==> config.mk <==
export PLATFORM = sky130hd
export DESIGN_NAME = fll_adjust_ctrl
export DESIGN_NICKNAME = d
export VERILOG_FILES = /design/src/rtl/fll_ctrl_defs_pkg.sv /design/src/rtl/fll_sync2.sv /design/src/rtl/fll_adjust_ctrl.sv
export SDC_FILE = /design/constraint.sdc
export NUM_CORES = 1
export LEC_CHECK = 0
export CORE_MARGIN = 3
export CORE_UTILIZATION = 30
export CTS_CLUSTER_DIAMETER = 100
export DETAILED_ROUTE_END_ITERATION = 8
export GPL_TIMING_DRIVEN = 0
export PLACE_DENSITY = 0.49
export SETUP_SLACK_MARGIN = 0.1
export SYNTH_ARGS = -nofsm -noshare
export SYNTH_HDL_FRONTEND = slang
export SYNTH_SLANG_ARGS = --single-unit
==> constraint.sdc <==
create_clock -name WB_CLK -period 10.5 [get_ports WB_CLK]
set_clock_uncertainty 0.2 [all_clocks]
set_input_delay 1.575 -clock WB_CLK [delete_from_list [all_inputs] [get_ports WB_CLK]]
set_output_delay 1.575 -clock WB_CLK [all_outputs]
set_load 0.05 [all_outputs]
==> src/rtl/fll_ctrl_defs_pkg.sv <==
// -----------------------------------------------------------------------------
// fll_ctrl_defs
// Shared definitions for the I2S FLL frequency-adjust controller.
//   - fll_state_t : controller state encoding (also exported on state_o)
//   - DIR_*       : direction of the pending adjust request
//   - NET_MAX/MIN : saturation limits of the signed net-adjust counter
//   - net_step()  : one saturating +1/-1 step of the net-adjust counter
// -----------------------------------------------------------------------------
package fll_ctrl_defs;

   typedef enum logic [1:0] {
      FLL_IDLE    = 2'd0,
      FLL_QUALIFY = 2'd1,
      FLL_ASSERT  = 2'd2,
      FLL_HOLDOFF = 2'd3
   } fll_state_t;

   localparam logic DIR_SPEEDUP  = 1'b0;
   localparam logic DIR_SLOWDOWN = 1'b1;

   localparam logic signed [15:0] NET_MAX = 16'sh7FFF;
   localparam logic signed [15:0] NET_MIN = 16'sh8000;

   // Speedups count up, slowdowns count down; the count sticks at its
   // limits so firmware reading it never sees a wrap-around sign flip.
   function automatic logic signed [15:0] net_step(input logic signed [15:0] net,
                                                   input logic dir);
      logic signed [15:0] result;
      result = net;
      if (dir == DIR_SPEEDUP) begin
         if (net != NET_MAX) result = net + 16'sd1;
      end else begin
         if (net != NET_MIN) result = net - 16'sd1;
      end
      return result;
   endfunction

endpackage

==> src/rtl/fll_sync2.sv <==
// -----------------------------------------------------------------------------
// fll_sync2
// Two-flop synchronizer bringing an asynchronous level into the WB_CLK domain.
//   clk : destination clock
//   rst : asynchronous active-high reset, clears both flops
//   d   : asynchronous input level
//   q   : synchronized level, two clk edges after d settles
// -----------------------------------------------------------------------------
module fll_sync2 (
   input  logic clk,
   input  logic rst,
   input  logic d,
   output logic q
);

   logic meta;

   // First flop may go metastable; the second gives it a full cycle to settle.
   always_ff @(posedge clk or posedge rst) begin
      if (rst) begin
         meta <= 1'b0;
         q    <= 1'b0;
      end else begin
         meta <= d;
         q    <= meta;
      end
   end

endmodule

==> src/rtl/fll_adjust_ctrl.sv <==
// -----------------------------------------------------------------------------
// fll_adjust_ctrl
// Qualifies the FLL word-count comparison flags, raises one speedup/slowdown
// interrupt toward the M4, waits for firmware acknowledge, then holds off so
// the clock-adjust loop cannot chatter.
//   WB_CLK, WB_RST         : Wishbone clock, async active-high reset
//   enable_i               : controller enable; low forces IDLE, drops interrupts
//   master_ahead_i         : async flag, master word count ahead (speed up)
//   local_ahead_i          : async flag, local word count ahead (slow down)
//   persist_i              : extra cycles the condition must persist
//   holdoff_i              : holdoff cycles after acknowledge
//   int_ack_i              : firmware acknowledge pulse, honoured in ASSERT only
//   Interrupt_speedup_o    : level, local clock must speed up
//   Interrupt_slowdown_o   : level, local clock must slow down
//   state_o                : current controller state (debug)
//   net_adjust_o           : saturating speedups-minus-slowdowns count
//   FB_msg_out             : {Interrupt_speedup_o, Interrupt_slowdown_o}
// -----------------------------------------------------------------------------
module fll_adjust_ctrl
   import fll_ctrl_defs::*;
#(
   parameter int PERSIST_W = 8,
   parameter int HOLDOFF_W = 16
) (
   input  logic                  WB_CLK,
   input  logic                  WB_RST,
   input  logic                  enable_i,
   input  logic                  master_ahead_i,
   input  logic                  local_ahead_i,
   input  logic [PERSIST_W-1:0]  persist_i,
   input  logic [HOLDOFF_W-1:0]  holdoff_i,
   input  logic                  int_ack_i,
   output logic                  Interrupt_speedup_o,
   output logic                  Interrupt_slowdown_o,
   output logic [1:0]            state_o,
   output logic signed [15:0]    net_adjust_o,
   output logic [1:0]            FB_msg_out
);

   logic                 m_s;
   logic                 l_s;
   logic                 spd_cond;
   logic                 slw_cond;
   logic                 dir_cond;

   fll_state_t           state_q;
   fll_state_t           state_d;
   logic                 dir_q;
   logic                 dir_d;
   logic [PERSIST_W-1:0] qual_q;
   logic [PERSIST_W-1:0] qual_d;
   logic [HOLDOFF_W-1:0] hold_q;
   logic [HOLDOFF_W-1:0] hold_d;
   logic                 bump;
   logic signed [15:0]   net_q;
   logic                 spd_int_q;
   logic                 slw_int_q;

   fll_sync2 u_sync_master (
      .clk (WB_CLK),
      .rst (WB_RST),
      .d   (master_ahead_i),
      .q   (m_s)
   );

   fll_sync2 u_sync_local (
      .clk (WB_CLK),
      .rst (WB_RST),
      .d   (local_ahead_i),
      .q   (l_s)
   );

   // Both flags high (or both low) means the comparison is ambiguous and no
   // adjust is requested; dir_cond tracks only the direction being qualified.
   assign spd_cond = m_s & ~l_s;
   assign slw_cond = l_s & ~m_s;
   assign dir_cond = (dir_q == DIR_SPEEDUP) ? spd_cond : slw_cond;

   // Next-state logic. The persistence compare happens before the increment,
   // so qual_q never has to count past persist_i and cannot wrap; likewise
   // hold_q is tested for zero before it is decremented. bump marks the single
   // cycle on which ASSERT is entered so net_adjust moves once per request.
   always_comb begin
      state_d = state_q;
      dir_d   = dir_q;
      qual_d  = qual_q;
      hold_d  = hold_q;
      bump    = 1'b0;
      if (!enable_i) begin
         state_d = FLL_IDLE;
      end else begin
         unique case (state_q)
            FLL_IDLE: begin
               if (spd_cond || slw_cond) begin
                  dir_d   = slw_cond ? DIR_SLOWDOWN : DIR_SPEEDUP;
                  qual_d  = '0;
                  state_d = FLL_QUALIFY;
               end
            end
            FLL_QUALIFY: begin
               if (dir_cond && (qual_q == persist_i)) begin
                  state_d = FLL_ASSERT;
                  bump    = 1'b1;
               end else if (dir_cond) begin
                  qual_d = qual_q + PERSIST_W'(1);
               end else begin
                  state_d = FLL_IDLE;
               end
            end
            FLL_ASSERT: begin
               if (int_ack_i) begin
                  hold_d  = holdoff_i;
                  state_d = FLL_HOLDOFF;
               end
            end
            FLL_HOLDOFF: begin
               if (hold_q == '0) begin
                  state_d = FLL_IDLE;
               end else begin
                  hold_d = hold_q - HOLDOFF_W'(1);
               end
            end
            default: state_d = FLL_IDLE;
         endcase
      end
   end

   // State and counter registers. The interrupt levels are registered from
   // the next state so they are high exactly while the FSM sits in ASSERT,
   // and can never both be high because dir selects only one of them.
   always_ff @(posedge WB_CLK or posedge WB_RST) begin
      if (WB_RST) begin
         state_q   <= FLL_IDLE;
         dir_q     <= DIR_SPEEDUP;
         qual_q    <= '0;
         hold_q    <= '0;
         net_q     <= '0;
         spd_int_q <= 1'b0;
         slw_int_q <= 1'b0;
      end else begin
         state_q   <= state_d;
         dir_q     <= dir_d;
         qual_q    <= qual_d;
         hold_q    <= hold_d;
         spd_int_q <= (state_d == FLL_ASSERT) && (dir_d == DIR_SPEEDUP);
         slw_int_q <= (state_d == FLL_ASSERT) && (dir_d == DIR_SLOWDOWN);
         if (bump) begin
            net_q <= net_step(net_q, dir_d);
         end
      end
   end

   assign Interrupt_speedup_o  = spd_int_q;
   assign Interrupt_slowdown_o = slw_int_q;
   assign state_o              = state_q;
   assign net_adjust_o         = net_q;
   assign FB_msg_out           = {spd_int_q, slw_int_q};

endmodule

Word level (Yosys, flattened, before mapping):

Index checks and enable logic that the tools add are counted.

* add/sub/neg operators: 4
* equal/unequal tests: 13
* mux-type cells: 25
* bitwise operators: 5
* reductions and logical operators: 12

Operators with widths (count)
* 2-to-1 mux 16 bit: 5
* != test 16 bit (second input constant): 2
* one-hot mux 16 bit (2 select lines): 1
* 2-to-1 mux 8 bit: 3
* adder 16 x 2 -> 16 bit (second input constant): 1
* logical NOT 16 bit: 1
* one-hot mux 8 bit (2 select lines): 1
* subtractor 16 x 1 -> 16 bit (second input constant): 1
* subtractor 16 x 2 -> 16 bit (second input constant): 1
* 2-to-1 mux 2 bit: 6
* != test 2 bit (second input constant): 5
* adder 8 x 1 -> 8 bit (second input constant): 1
* equality test 8 bit: 1
* 2-to-1 mux 1 bit: 8
* one-hot mux 2 bit (4 select lines): 1
* equality test 2 bit (second input constant): 3
* nonzero test 2 bit: 3
* AND reduction 5 bit: 1
* AND reduction 4 bit: 1
* logical AND 1 bit: 3
* inverter 1 bit: 3
* AND reduction 3 bit: 1
* bitwise AND 1 bit: 2
* equality test 2 x 1 -> 1 bit (second input constant): 1
* other kinds (3): 3

* bits in registers: 49
* input bits: 30
* output and inout port bits: 22
* word-level logic and storage cells: 70

Logic depth before layout (Yosys ltp):

* depth in word-level cells: 9
* gate-level depth with buffers: 12
* depth with buffers taken out: 12

By module:

From an unflattened synthesis, not the netlist that was laid out.

* cells, all modules: 377
* area total of the unflattened synthesis: 3368.2 µm²

Modules (own cells, without submodules)
* fll_adjust_ctrl: times used 1, cells an instance 371, area each 3260.6 µm², sequential area each 1126.1 µm²
* fll_sync2: times used 2, cells an instance 3, area each 53.8 µm², sequential area each 50.0 µm²

Least setup slack after synthesis:

OpenSTA, ideal clock, no wires.

* path kind: input -> register
* from: input enable_i
* to: register net_q[12] (netlist: net_adjust_o[12])
* setup time: 0.126 ns
* arrival: 3.801 ns
* data required time: 10.174 ns
* slack: 6.373 ns
* stages on the path: 10
* buffers on the path: 0
* cell sequence: nor4b_4 > mux2_4 > inv_1 > fa_1 > nand2b_1 > a211o_1 > a21oi_1 > nor3_1 > a21o_1 > a221o_1

* word-level cells in the longest chain between the ends: 3
* elaborated cells on any way between the ends: 6
* those cells by class: 1 x eq/ne; 3 x mux; 2 x reduce/logical

RTL lines
* start, declared: line fll_adjust_ctrl.sv:27 `input logic enable_i,`
* 2-to-1 mux 1 bit (*): line fll_adjust_ctrl.sv:89 `if (!enable_i) begin`
* named net dir_d: line fll_adjust_ctrl.sv:49 `logic dir_d;`
* != test 2 x 1 -> 1 bit (no source line) or nonzero test 2 bit (tied branches)
* AND reduction 3 bit (no source line)
* end signal, assigned: line fll_adjust_ctrl.sv:148 `net_q <= net_step(net_q, dir_d);`
* end, declared: line fll_adjust_ctrl.sv:55 `logic signed [15:0] net_q;`

Mark *: on every way through the listed nets, which the timed path passes. The rest lies on a longest branch.
A chain may end at the register's enable or synchronous reset.

Worst setup path after layout:

Ends and elaborated chain as after synthesis.

==> results.json <==
{
  "status": "finished, final reports clean",
  "vias": 2917,
  "antennaDiodeCount": 0,
  "cts_sinks": 49,
  "start_util_pct": 31.3,
  "cts_setup_buffers": 0,
  "placeableCoreArea_sq_um": 10500,
  "final-setup-viol-count": 0,
  "leakage_nw": 1.71,
  "num-nets-final": 482,
  "relSlewSlack_pct": 29.0,
  "synth.distinct_cells": 61,
  "max_cap_violations": 0,
  "cts_resized": 0,
  "antenna_found_initial": 0,
  "final_cell_mix": "clkdlybuf4s50_1, dfrtp_1, nand2_1",
  "layout_min_cycle_time_ns": 4.77,
  "final_hold_viol_count": 0,
  "critical-path-slowest-cell": "clkdlybuf4s50_1",
  "htree_levels": 2,
  "syn-cell-area_sq_um": 3290,
  "endpoint_kind": "flop",
  "dp_hpwl_microns": 6420,
  "die-width_microns": 111,
  "grt_max_degree": 36,
  "grt_pass1_vias": 2859,
  "io_buffers": 51,
  "grt_setup_unrepaired": "no",
  "cellPowerDensity_nw_per_um2": 106,
  "clock.fmax_ghz": 0.210,
  "synth_ff_type": "dfrtp_1",
  "period_share_pct": 45.4,
  "clock_tree.root_cell": "clkbuf_8",
  "gr-usage-all-layers_pct": 14.2,
  "yosysSeqAreaShare_pct": 37.3,
  "drc": 0,
  "crit_type": "primary input to flop",
  "synthToLayoutAreaGrowth_pct": 24.8,
  "clk_latency_ns": 0.31,
  "setup_ws_ns": 5.73,
  "cts_made_buffers": 5,
  "die_h_microns": 111,
  "drv_slew": 0,
  "drive_above_1_share_pct": 6.02,
  "synthCells": 372,
  "yosys_warnings": 0,
  "antenna_left": 0,
  "r2r_cells": 11,
  "finalSetupTns_ns": 0,
  "routed_wl_microns": 8470,
  "routabilityCongestion": 0.774,
  "die_area_sq_um": 12200,
  "vias_per_cell": 5.14,
  "crit_chain": "clkdlybuf4s50_1 > nor4b_4 > mux2_4 > ha_1 > a21o_1 > a21oi_1 > a21oi_1 > nor3_1 > a2111oi_1 > a221o_1",
  "cts_tree": "yes",
  "synth_edf_count": 0,
  "syn_nets": 423,
  "ir_drop_uv": 76.7,
  "critPathMostFrequentCell": "a21oi_1",
  "pin_count": 52,
  "drtIter0Drc": 137,
  "final_common_cell": "clkdlybuf4s50_1",
  "avgRoutedWirePerCell_microns": 14.9,
  "async_flop_share_pct": 100,
  "num_rows": 37,
  "hp-class": "flop to flop",
  "drtPass1Iterations": 4,
  "cts.hold.buffers_added": 0,
  "whs_path_depth": 0,
  "path_clk_slew_ns": 0.10,
  "grt_pass1_wl_microns": 14600,
  "cts_buffer_depth": 2,
  "max_slew.worst_pin.slew_ns": 1.06,
  "synth-seq-cells": 49,
  "crit_fanout": 20,
  "cpPeakStageDelay_ns": 0.54,
  "cp.required_ns": 10.51,
  "dp_slack_ns": 5.39,
  "synth_area_per_cell_sq_um": 8.84,
  "grt-ovfl-total": 0,
  "cp-start-kind": "primary input",
  "cp_data_arrival_time_ns": 4.78
}
==> metrics by stage <==
stage	area, sq um	hold WS [ns]	power, mW	std cells	utilization (%)
after floorplan	3290	0.131	0.265	372	-
after global placement	3970	0.139	0.293	559	37.8
after detailed placement	3990	0.141	0.295	560	37.9
after CTS	4100	0.176	0.441	568	39.0
after global routing	4100	0.186	0.460	568	39.0
final	4100	0.171	0.434	568	39.0
==> final cells by class <==
| class | count | area [sq um] |
|---|---|---|
| Inverter | 16 | 60.1 |
| Fill cell | 1087 | 6410 |
| Multi-Input combinational cell | 290 | 1910 |
| Sequential cell | 49 | 1230 |
| Timing Repair Buffer | 52 | 531 |
| Tap cell | 136 | 170 |
| Buffer | 17 | 88.8 |
| Clock buffer | 5 | 68.8 |
| Clock inverter | 3 | 46.3 |
==> registers in the layout, indices dropped and copies added, names as in the netlist <==
signal and cells:
Interrupt_slowdown_o 1, Interrupt_speedup_o 1, dir_q 1, hold_q 16, net_adjust_o 16, qual_q 8
state_o 2, u_sync_local.meta 1, u_sync_local.q 1, u_sync_master.meta 1, u_sync_master.q 1
==> power breakdown <==
part / leakage [nW] / total [mW] / switching (mW) / internal, mW
clock network: 0.0543 / 0.143 / 0.0720 / 0.0715
registers: 0.651 / 0.200 / 0.00597 / 0.194
logic: 1.01 / 0.0907 / 0.0513 / 0.0394
==> cell usage after synthesis, drive strengths merged (3+ instances only) <==
cell type	n	share of area, %
a21o	6	1.4
nor4	9	1.7
nand3	14	2.1
a22oi	6	1.4
a211oi	6	1.4
mux2	3	1.1
nor4b	3	1.3
a31oi	3	0.57
nand4	7	1.3
inv	16	1.8
mux2i	4	1.2
dfrtp	49	37
o21ai	37	5.6
clkbuf	11	1.3
nor2	27	3.1
a21oi	25	3.8
xor2	13	3.5
ha	20	7.6
buf	6	1.4
or2	3	0.57
nand2	33	3.8
nand2b	3	0.57
nor3	10	1.5
xnor2	11	2.9
o22ai	3	0.57
==> cells by family after synthesis <==
group                      after synthesis  synth area share (%)
buffers and inverters                   33                  4.53
adders and majority gates               21                  8.22
AOI/OAI and AO/OA                      112                  21.4
DFF                                     49                  37.3
xor gates and xnor gates                24                  6.40
and+or+nand+nor                        126                  19.8
muxes                                    7                  2.36
==> worst max-delay path: cells and delay by family <==
kind	cells	cell delay, ns
muxes	1	0.46
adders and majority gates	1	0.38
AOI/OAI and AO/OA	5	0.93
and+or+nand+nor	2	0.87
buffers and inverters	1	0.54
==> worst paths after layout <==
path / startpoint / slack, ns / to
setup / recovery: enable_i / 5.73 / net_adjust_o[12]
hold / removal: u_sync_local.meta / 0.17 / u_sync_local.q
setup reg to reg: u_sync_master.q / 6.76 / net_adjust_o[12]
hold reg to reg: u_sync_local.meta / 0.17 / u_sync_local.q
max in group asynchronous: WB_RST / 8.24 / qual_q[3]
min in group asynchronous: WB_RST / 1.35 / hold_q[10]
==> layer usage <==
metal / GRT usage, % / wire length (microns)
met5: 0 / 0
met4: 4.27 / 123
met3: 1.97 / 246
met2: 21.4 / 3740
met1: 21.1 / 4360
Power figures use the tool's default switching activity.
